<file path="config.mk">
export PLATFORM = sky130hd
export DESIGN_NAME = reaction_timer_core
export DESIGN_NICKNAME = d
export VERILOG_FILES = /design/src/rtl/reaction_pkg.sv /design/src/rtl/reaction_timer_core_btn_sync_edge.sv /design/src/rtl/reaction_timer_core.sv
export SDC_FILE = /design/constraint.sdc
export NUM_CORES = 1
export LEC_CHECK = 0
export CAP_MARGIN = 20
export CELL_PAD_IN_SITES_DETAIL_PLACEMENT = 0
export CELL_PAD_IN_SITES_GLOBAL_PLACEMENT = 1
export CORE_MARGIN = 8
export CORE_UTILIZATION = 43
export CTS_BUF_LIST = sky130_fd_sc_hd__clkbuf_4 sky130_fd_sc_hd__clkbuf_8 sky130_fd_sc_hd__clkbuf_16
export DETAILED_ROUTE_END_ITERATION = 10
export HOLD_SLACK_MARGIN = 0.15
export MAX_ROUTING_LAYER = met4
export PLACE_DENSITY_LB_ADDON = 0.1
export SLEW_MARGIN = 10
export SYNTH_ARGS = -nofsm -noshare
export SYNTH_HDL_FRONTEND = slang
export SYNTH_SLANG_ARGS = --single-unit
</file>
<file path="constraint.sdc">
create_clock -name clk -period 13.3 [get_ports clk]
set_clock_uncertainty 0.05 [all_clocks]
set_input_delay 2.66 -clock clk [delete_from_list [all_inputs] [get_ports clk]]
set_output_delay 2.66 -clock clk [all_outputs]
set_load 0.03 [all_outputs]
</file>
<file path="src/rtl/reaction_pkg.sv">
// Shared types and helpers for the multi-player reaction timer.
package reaction_pkg;

  typedef enum logic [1:0] {
    ST_IDLE,
    ST_ARM,
    ST_GO,
    ST_RESULT
  } state_t;

  // Galois feedback mask for taps 16,14,13,11
  localparam logic [15:0] LFSR_TAPS = 16'hB400;

  function automatic int clog2_min1(input int n);
    return (n <= 1) ? 1 : $clog2(n);
  endfunction

  function automatic int ms_div(input int clk_hz);
    return clk_hz / 1000;
  endfunction

endpackage

</file>
<file path="src/rtl/reaction_timer_core_btn_sync_edge.sv">
// Two-flop synchroniser with rising-edge pulse for an asynchronous button.
module btn_sync_edge (
  input  logic clk,
  input  logic ck_rst,
  input  logic i_async,
  output logic o_rise
);

  logic r_meta, r_sync, r_prev;

  // Reset to "pressed" so a button held through reset must release before it can trigger
  always_ff @(posedge clk) begin
    if (ck_rst) begin
      r_meta <= 1'b1;
      r_sync <= 1'b1;
      r_prev <= 1'b1;
    end else begin
      r_meta <= i_async;
      r_sync <= r_meta;
      r_prev <= r_sync;
    end
  end

  assign o_rise = r_sync & ~r_prev;

endmodule

</file>
<file path="src/rtl/reaction_timer_core.sv">
// N-player reaction timer: random pre-delay, stimulus LED, per-player ms timestamps,
// false-start detection, winner selection and session-best tracking.
module reaction_timer_core
  import reaction_pkg::*;
#(
  parameter int          CLK_HZ       = 100_000_000,
  parameter int          N_PLAYERS    = 2,
  parameter int          TIME_W       = 14,
  parameter int          TIMEOUT_MS   = 9999,
  parameter int          MIN_DELAY_MS = 1000,
  parameter int          DELAY_W      = 11,
  parameter logic [15:0] LFSR_SEED    = 16'hACE1,
  localparam int         WIN_W        = clog2_min1(N_PLAYERS)
) (
  input  logic                          clk,
  input  logic                          ck_rst,
  input  logic                          start_i,
  input  logic [N_PLAYERS-1:0]          btn_i,
  output logic                          stim_led_o,
  output logic                          busy_o,
  output logic                          done_o,
  output logic [N_PLAYERS-1:0]          false_start_o,
  output logic [N_PLAYERS-1:0]          time_valid_o,
  output logic [N_PLAYERS*TIME_W-1:0]   time_ms_o,
  output logic [WIN_W-1:0]              winner_o,
  output logic                          winner_valid_o,
  output logic                          timeout_o,
  output logic [TIME_W-1:0]             best_ms_o
);

  localparam int MS_DIV  = ms_div(CLK_HZ);
  localparam int PRE_W   = clog2_min1(MS_DIV);
  localparam int MAX_DLY = MIN_DELAY_MS + (2 ** DELAY_W) - 1;
  localparam int CNT_MAX = (MAX_DLY > TIMEOUT_MS) ? MAX_DLY : TIMEOUT_MS;
  localparam int CNT_W   = clog2_min1(CNT_MAX + 1);

  logic                              w_start_rise;
  logic [N_PLAYERS-1:0]              w_btn_rise;

  btn_sync_edge u_start_sync (
    .clk     (clk),
    .ck_rst  (ck_rst),
    .i_async (start_i),
    .o_rise  (w_start_rise)
  );

  for (genvar gp = 0; gp < N_PLAYERS; gp++) begin : g_btn
    btn_sync_edge u_btn_sync (
      .clk     (clk),
      .ck_rst  (ck_rst),
      .i_async (btn_i[gp]),
      .o_rise  (w_btn_rise[gp])
    );
  end

  state_t                            r_state, w_state_nxt;
  logic [15:0]                       r_lfsr;
  logic [PRE_W-1:0]                  r_pre;
  logic [CNT_W-1:0]                  r_ms, r_delay, w_delay, w_ms_lim;
  logic [N_PLAYERS-1:0]              r_fs, w_fs_nxt;
  logic [N_PLAYERS-1:0]              r_valid, w_valid_nxt;
  logic [N_PLAYERS-1:0][TIME_W-1:0]  r_time, w_time_nxt;
  logic                              r_timeout, w_timeout_nxt;
  logic [WIN_W-1:0]                  r_winner, w_win;
  logic                              r_wvalid, w_win_any;
  logic [TIME_W-1:0]                 w_win_time, r_best;
  logic                              r_done;
  logic                              w_clear, w_zero_cnt, w_enter_result;

  // Free-running LFSR supplies the random part of the pre-stimulus delay
  always_ff @(posedge clk) begin
    if (ck_rst) r_lfsr <= LFSR_SEED;
    else        r_lfsr <= {1'b0, r_lfsr[15:1]} ^ (r_lfsr[0] ? LFSR_TAPS : 16'h0000);
  end

  if (DELAY_W == 0) begin : g_fixed_delay
    assign w_delay = CNT_W'(MIN_DELAY_MS);
  end else begin : g_rand_delay
    assign w_delay = CNT_W'(MIN_DELAY_MS) + CNT_W'(r_lfsr[DELAY_W-1:0]);
  end

  always_ff @(posedge clk) begin
    if (ck_rst) r_state <= ST_IDLE;
    else        r_state <= w_state_nxt;
  end

  always_comb begin
    w_state_nxt   = r_state;
    w_fs_nxt      = r_fs;
    w_valid_nxt   = r_valid;
    w_time_nxt    = r_time;
    w_timeout_nxt = r_timeout;
    w_clear       = 1'b0;
    w_zero_cnt    = 1'b0;
    unique case (r_state)
      ST_IDLE: begin
        if (w_start_rise) begin
          w_state_nxt = ST_ARM;
          w_clear     = 1'b1;
        end
      end
      ST_ARM: begin
        w_fs_nxt = r_fs | w_btn_rise;
        if (&w_fs_nxt) begin
          w_state_nxt = ST_RESULT;
        end else if (r_ms >= r_delay) begin
          w_state_nxt = ST_GO;
          w_zero_cnt  = 1'b1;
        end
      end
      ST_GO: begin
        for (int p = 0; p < N_PLAYERS; p++) begin
          if (w_btn_rise[p] && !r_fs[p] && !r_valid[p]) begin
            w_valid_nxt[p] = 1'b1;
            w_time_nxt[p]  = TIME_W'(r_ms);
          end
        end
        if (&(w_valid_nxt | r_fs)) w_state_nxt = ST_RESULT;
        if (r_ms >= CNT_W'(TIMEOUT_MS)) begin
          w_state_nxt   = ST_RESULT;
          w_timeout_nxt = 1'b1;
        end
      end
      ST_RESULT: begin
        if (w_start_rise) begin
          w_state_nxt = ST_ARM;
          w_clear     = 1'b1;
        end
      end
      default: w_state_nxt = ST_IDLE;
    endcase
    if (w_clear) begin
      w_fs_nxt      = '0;
      w_valid_nxt   = '0;
      w_time_nxt    = '0;
      w_timeout_nxt = 1'b0;
    end
  end

  // Scan the next-cycle times so a press latched on the final cycle still competes
  always_comb begin
    w_win      = '0;
    w_win_any  = 1'b0;
    w_win_time = '1;
    for (int p = 0; p < N_PLAYERS; p++) begin
      if (w_valid_nxt[p] && (!w_win_any || (w_time_nxt[p] < w_win_time))) begin
        w_win      = WIN_W'(p);
        w_win_any  = 1'b1;
        w_win_time = w_time_nxt[p];
      end
    end
  end

  assign w_enter_result = (w_state_nxt == ST_RESULT) && (r_state != ST_RESULT);
  assign w_ms_lim       = (r_state == ST_GO) ? CNT_W'(TIMEOUT_MS) : r_delay;

  always_ff @(posedge clk) begin
    if (ck_rst) begin
      r_pre     <= '0;
      r_ms      <= '0;
      r_delay   <= '0;
      r_fs      <= '0;
      r_valid   <= '0;
      r_time    <= '0;
      r_timeout <= 1'b0;
      r_winner  <= '0;
      r_wvalid  <= 1'b0;
      r_done    <= 1'b0;
      r_best    <= '1;
    end else begin
      r_fs      <= w_fs_nxt;
      r_valid   <= w_valid_nxt;
      r_time    <= w_time_nxt;
      r_timeout <= w_timeout_nxt;
      r_done    <= w_enter_result;
      if (w_clear) begin
        r_delay  <= w_delay;
        r_winner <= '0;
        r_wvalid <= 1'b0;
      end
      if (w_enter_result) begin
        r_winner <= w_win;
        r_wvalid <= w_win_any;
        if (w_win_any && (w_win_time < r_best)) r_best <= w_win_time;
      end
      if (w_clear || w_zero_cnt) begin
        r_pre <= '0;
        r_ms  <= '0;
      end else if (r_state == ST_ARM || r_state == ST_GO) begin
        if (r_pre == PRE_W'(MS_DIV - 1)) begin
          r_pre <= '0;
          if (r_ms < w_ms_lim) r_ms <= r_ms + 1'b1;
        end else begin
          r_pre <= r_pre + 1'b1;
        end
      end
    end
  end

  assign stim_led_o     = (r_state == ST_GO);
  assign busy_o         = (r_state == ST_ARM) || (r_state == ST_GO);
  assign done_o         = r_done;
  assign false_start_o  = r_fs;
  assign time_valid_o   = r_valid;
  assign time_ms_o      = r_time;
  assign winner_o       = r_winner;
  assign winner_valid_o = r_wvalid;
  assign timeout_o      = r_timeout;
  assign best_ms_o      = r_best;

endmodule

</file>
==> results.cfg <==
[logic_synthesis]
post_synth_num_cell_types = 65
async_flop_share = 0
syn-num-nets = 799
synth_ff_type = dfxtp_1
synth-adder-area-share = 0.111
yosys.area_share.simple = 0.227
synthMuxAreaShare = 0.0886
synthesis.area_mm2 = 0.00640
yosysMostFrequentCell = nor2_1
ys_seq_area_frac = 0.375
syn_area_per_cell_um2 = 8.68
synth_xor_area_frac = 0.0479
synth_top_cell_by_area = dfxtp_1
syn_inst = 737
synth_top_area_frac = 0.375
synthTopCellsByArea = dfxtp_1, ha_1, nor2_1
synth_seq_cells = 120
synth_compound_area_frac = 0.0970
synth_common_cells = nor2_1, dfxtp_1, ha_1, nand2_1, inv_1
yosysWarnings = 0
synth_top_family_by_area = simple AND/OR/NAND/NOR gates
synth_edf_count = 0

[outcome]
status = finished clean

[power_and_ir_drop]
peakVddDrop_uv = 96.6
power_leakage_uw = 0.00322
powerDensity_mw_per_mm2 = 130

[clocking]
cts_buffers = 17
htree_levels = 4
postCtsSetupRepairBufs = 0
cts_hold_buf = 0
cts_resized = 0
clockBufferDepth = 2
path_clk_slew_ns = 0.06
cts_num_sinks = 120
clock-root-buffer = clkbuf_16
clock_latency_ns = 0.42
cts_tree = yes

[place]
hpwlAfterDp_um = 12100
dp_cells = 948
finalWeightedCongestion = 0.820
place_area_mm2 = 0.00706
place.port_buffers = 56

[grt]
grt_pass1_wl_um = 27200
first_global_vias = 5239
grt_overflow = 0
antenna_found_initial = 0
grt_max_degree = 85
grt_usage = 0.188

[detailed_routing]
first_pass_iters = 4
maxUsedRoutingLayer = met4
first_iter_violations = 194
ant_nets = 0
wl_met3_um = 718
met2_length_um = 7060
drc = 0
avgViaCountPerCell = 5.22
totalWireLength_um = 16500
wl_met1_um = 8400
post_drt_wl_per_cell_um = 16.8
vias = 5115

[sta]
final_max_slew_viol_count = 0
tightest_slew_ns = 0.969
setup_viol = 0
timing.final.crit_share = 0.493
tns_ns = 0
post-route-min-period_ns = 6.56
fmax_ghz = 0.152
hold_viol = 0
relSlewSlack = 0.352
rsz0062_at_grt = false

[worst_hold_path]
hold_class = register to register

[finish]
area_growth_pct = 19.8
final_area_mm2 = 0.00767
layout.cells.non_filler = 980
insertedDiodeCount = 0
drive_gt1_frac = 0.0980
nNetsFinal = 845

[worst_setup_path]
required_ns = 13.59
end_kind = register
crit_type = register to register
critPathArrivalTime_ns = 6.85
cp-start-kind = register
crit_fanout = 16

[floorplan]
ioPinCount = 57
core_area_mm2 = 0.0145
initial_core_util = 0.440
die_area_mm2 = 0.0190
fp.dieW_um = 138
fp-row-count = 44
die_h_um = 138

[flow_run]
cap_viol_max_count = 0
==> placed cells by master (no fill, tap or decap), types with 4 or more instances in the layout <==
master           instances
nand2_1                 55
a21oi_1                 28
a211oi_1                 9
xnor2_1                 20
a21o_1                   5
xor2_1                  15
buf_4                    4
inv_1                   45
nand2b_1                 5
clkinvlp_4               4
mux2_2                  10
ha_1                    57
nor4_1                   5
nor2b_1                 16
and3_1                   5
clkdlybuf4s50_1         55
or3_1                    7
or2_2                   15
nand3_1                 14
dfxtp_1                120
clkbuf_16               17
nor3_1                  23
o211ai_1                 5
nand4_1                  5
o21ai_0                 12
mux2i_1                 42
nor2_1                 132
==> layout make-up <==
cell class / instances / area [um2]
Multi-Input combinational cell: 537 / 3660
Inverter: 47 / 176
Clock inverter: 14 / 174
Clock buffer: 18 / 439
Sequential cell: 120 / 2400
Tap cell: 184 / 230
Timing Repair Buffer: 60 / 586
Fill cell: 1405 / 6870
==> per-stage QoR <==
stage          hold slack [ns]  power (uW)  setup slack (ns)   util
2_1_floorplan            0.339         492              7.70      -
3_3_place_gp             0.343         525              6.93  0.485
3_5_place_dp             0.345         528              6.74  0.485
4_1_cts                  0.358        1010              6.69  0.528
5_1_grt                  0.365        1040              6.20  0.528
6_report                 0.355         996              6.74  0.528
==> layer usage <==
layer | vias to the layer above | global-route usage
met1 | 2402 | 0.248
met3 | 21 | 0.0453
met4 | 0 | 0.0699
met2 | 90 | 0.274
li1 | 2602 | -
met5 | - | -
==> worst paths after layout <==
path,startpoint,endpoint,slack [ns],cells past startpoint
max,r_state[0],best_ms_o[12],6.74,22
min,u_start_sync.r_meta,u_start_sync.r_sync,0.35,1
max reg2reg,r_state[0],best_ms_o[12],6.74,22
min reg2reg,u_start_sync.r_meta,u_start_sync.r_sync,0.35,1
==> kinds of logic (layout without fill, tap and decap cells) <==
logic type / count (synthesis) / after routing
AOI/OAI and AO/OA: 87 / 87
buffers and inverters: 80 / 139
adders and majority gates: 57 / 57
DFF: 120 / 120
xor gates and xnor gates: 35 / 35
and+or+nand+nor: 303 / 303
muxes: 55 / 55
==> registers in the layout, summed over array words and instances, names as in the netlist, 2 cells and up <==
register                 count
g_btn.u_btn_sync.r_prev      2
r_lfsr                      16
best_ms_o                   14
r_delay                     12
r_pre                       17
time_valid_o                 2
g_btn.u_btn_sync.r_meta      2
g_btn.u_btn_sync.r_sync      2
r_ms                        14
false_start_o                2
r_state                      2
time_ms_o                   28
==> critical path, cell delays in order, from the launching register on <==
cell and delay (ns):
dfxtp_1 0.35, inv_1 0.13, ha_1 0.46, nor4bb_2 0.40
nor2b_2 0.84, mux2i_1 0.32, nand2_1 0.10, inv_1 0.10
ha_1 0.24, a211oi_1 0.21, nor2_1 0.09, a2111oi_2 0.36
a21oi_2 0.14, o21ai_4 0.45, mux2_1 0.41, ha_1 0.30
nand3_1 0.11, nor2_1 0.12, nand2_1 0.07, or3_1 0.36
a311o_2 0.39, nand3_4 0.25, mux2i_1 0.22
==> where the power goes <==
| group | internal (uW) | leakage (uW) | switching [uW] | total [uW] |
|---|---|---|---|---|
| sequential | 370 | 0.000974 | 8.83 | 378 |
| clock | 300 | 0.000289 | 173 | 474 |
| combinational | 58.6 | 0.00196 | 85.1 | 144 |
(Power assumes the default switching activity.)
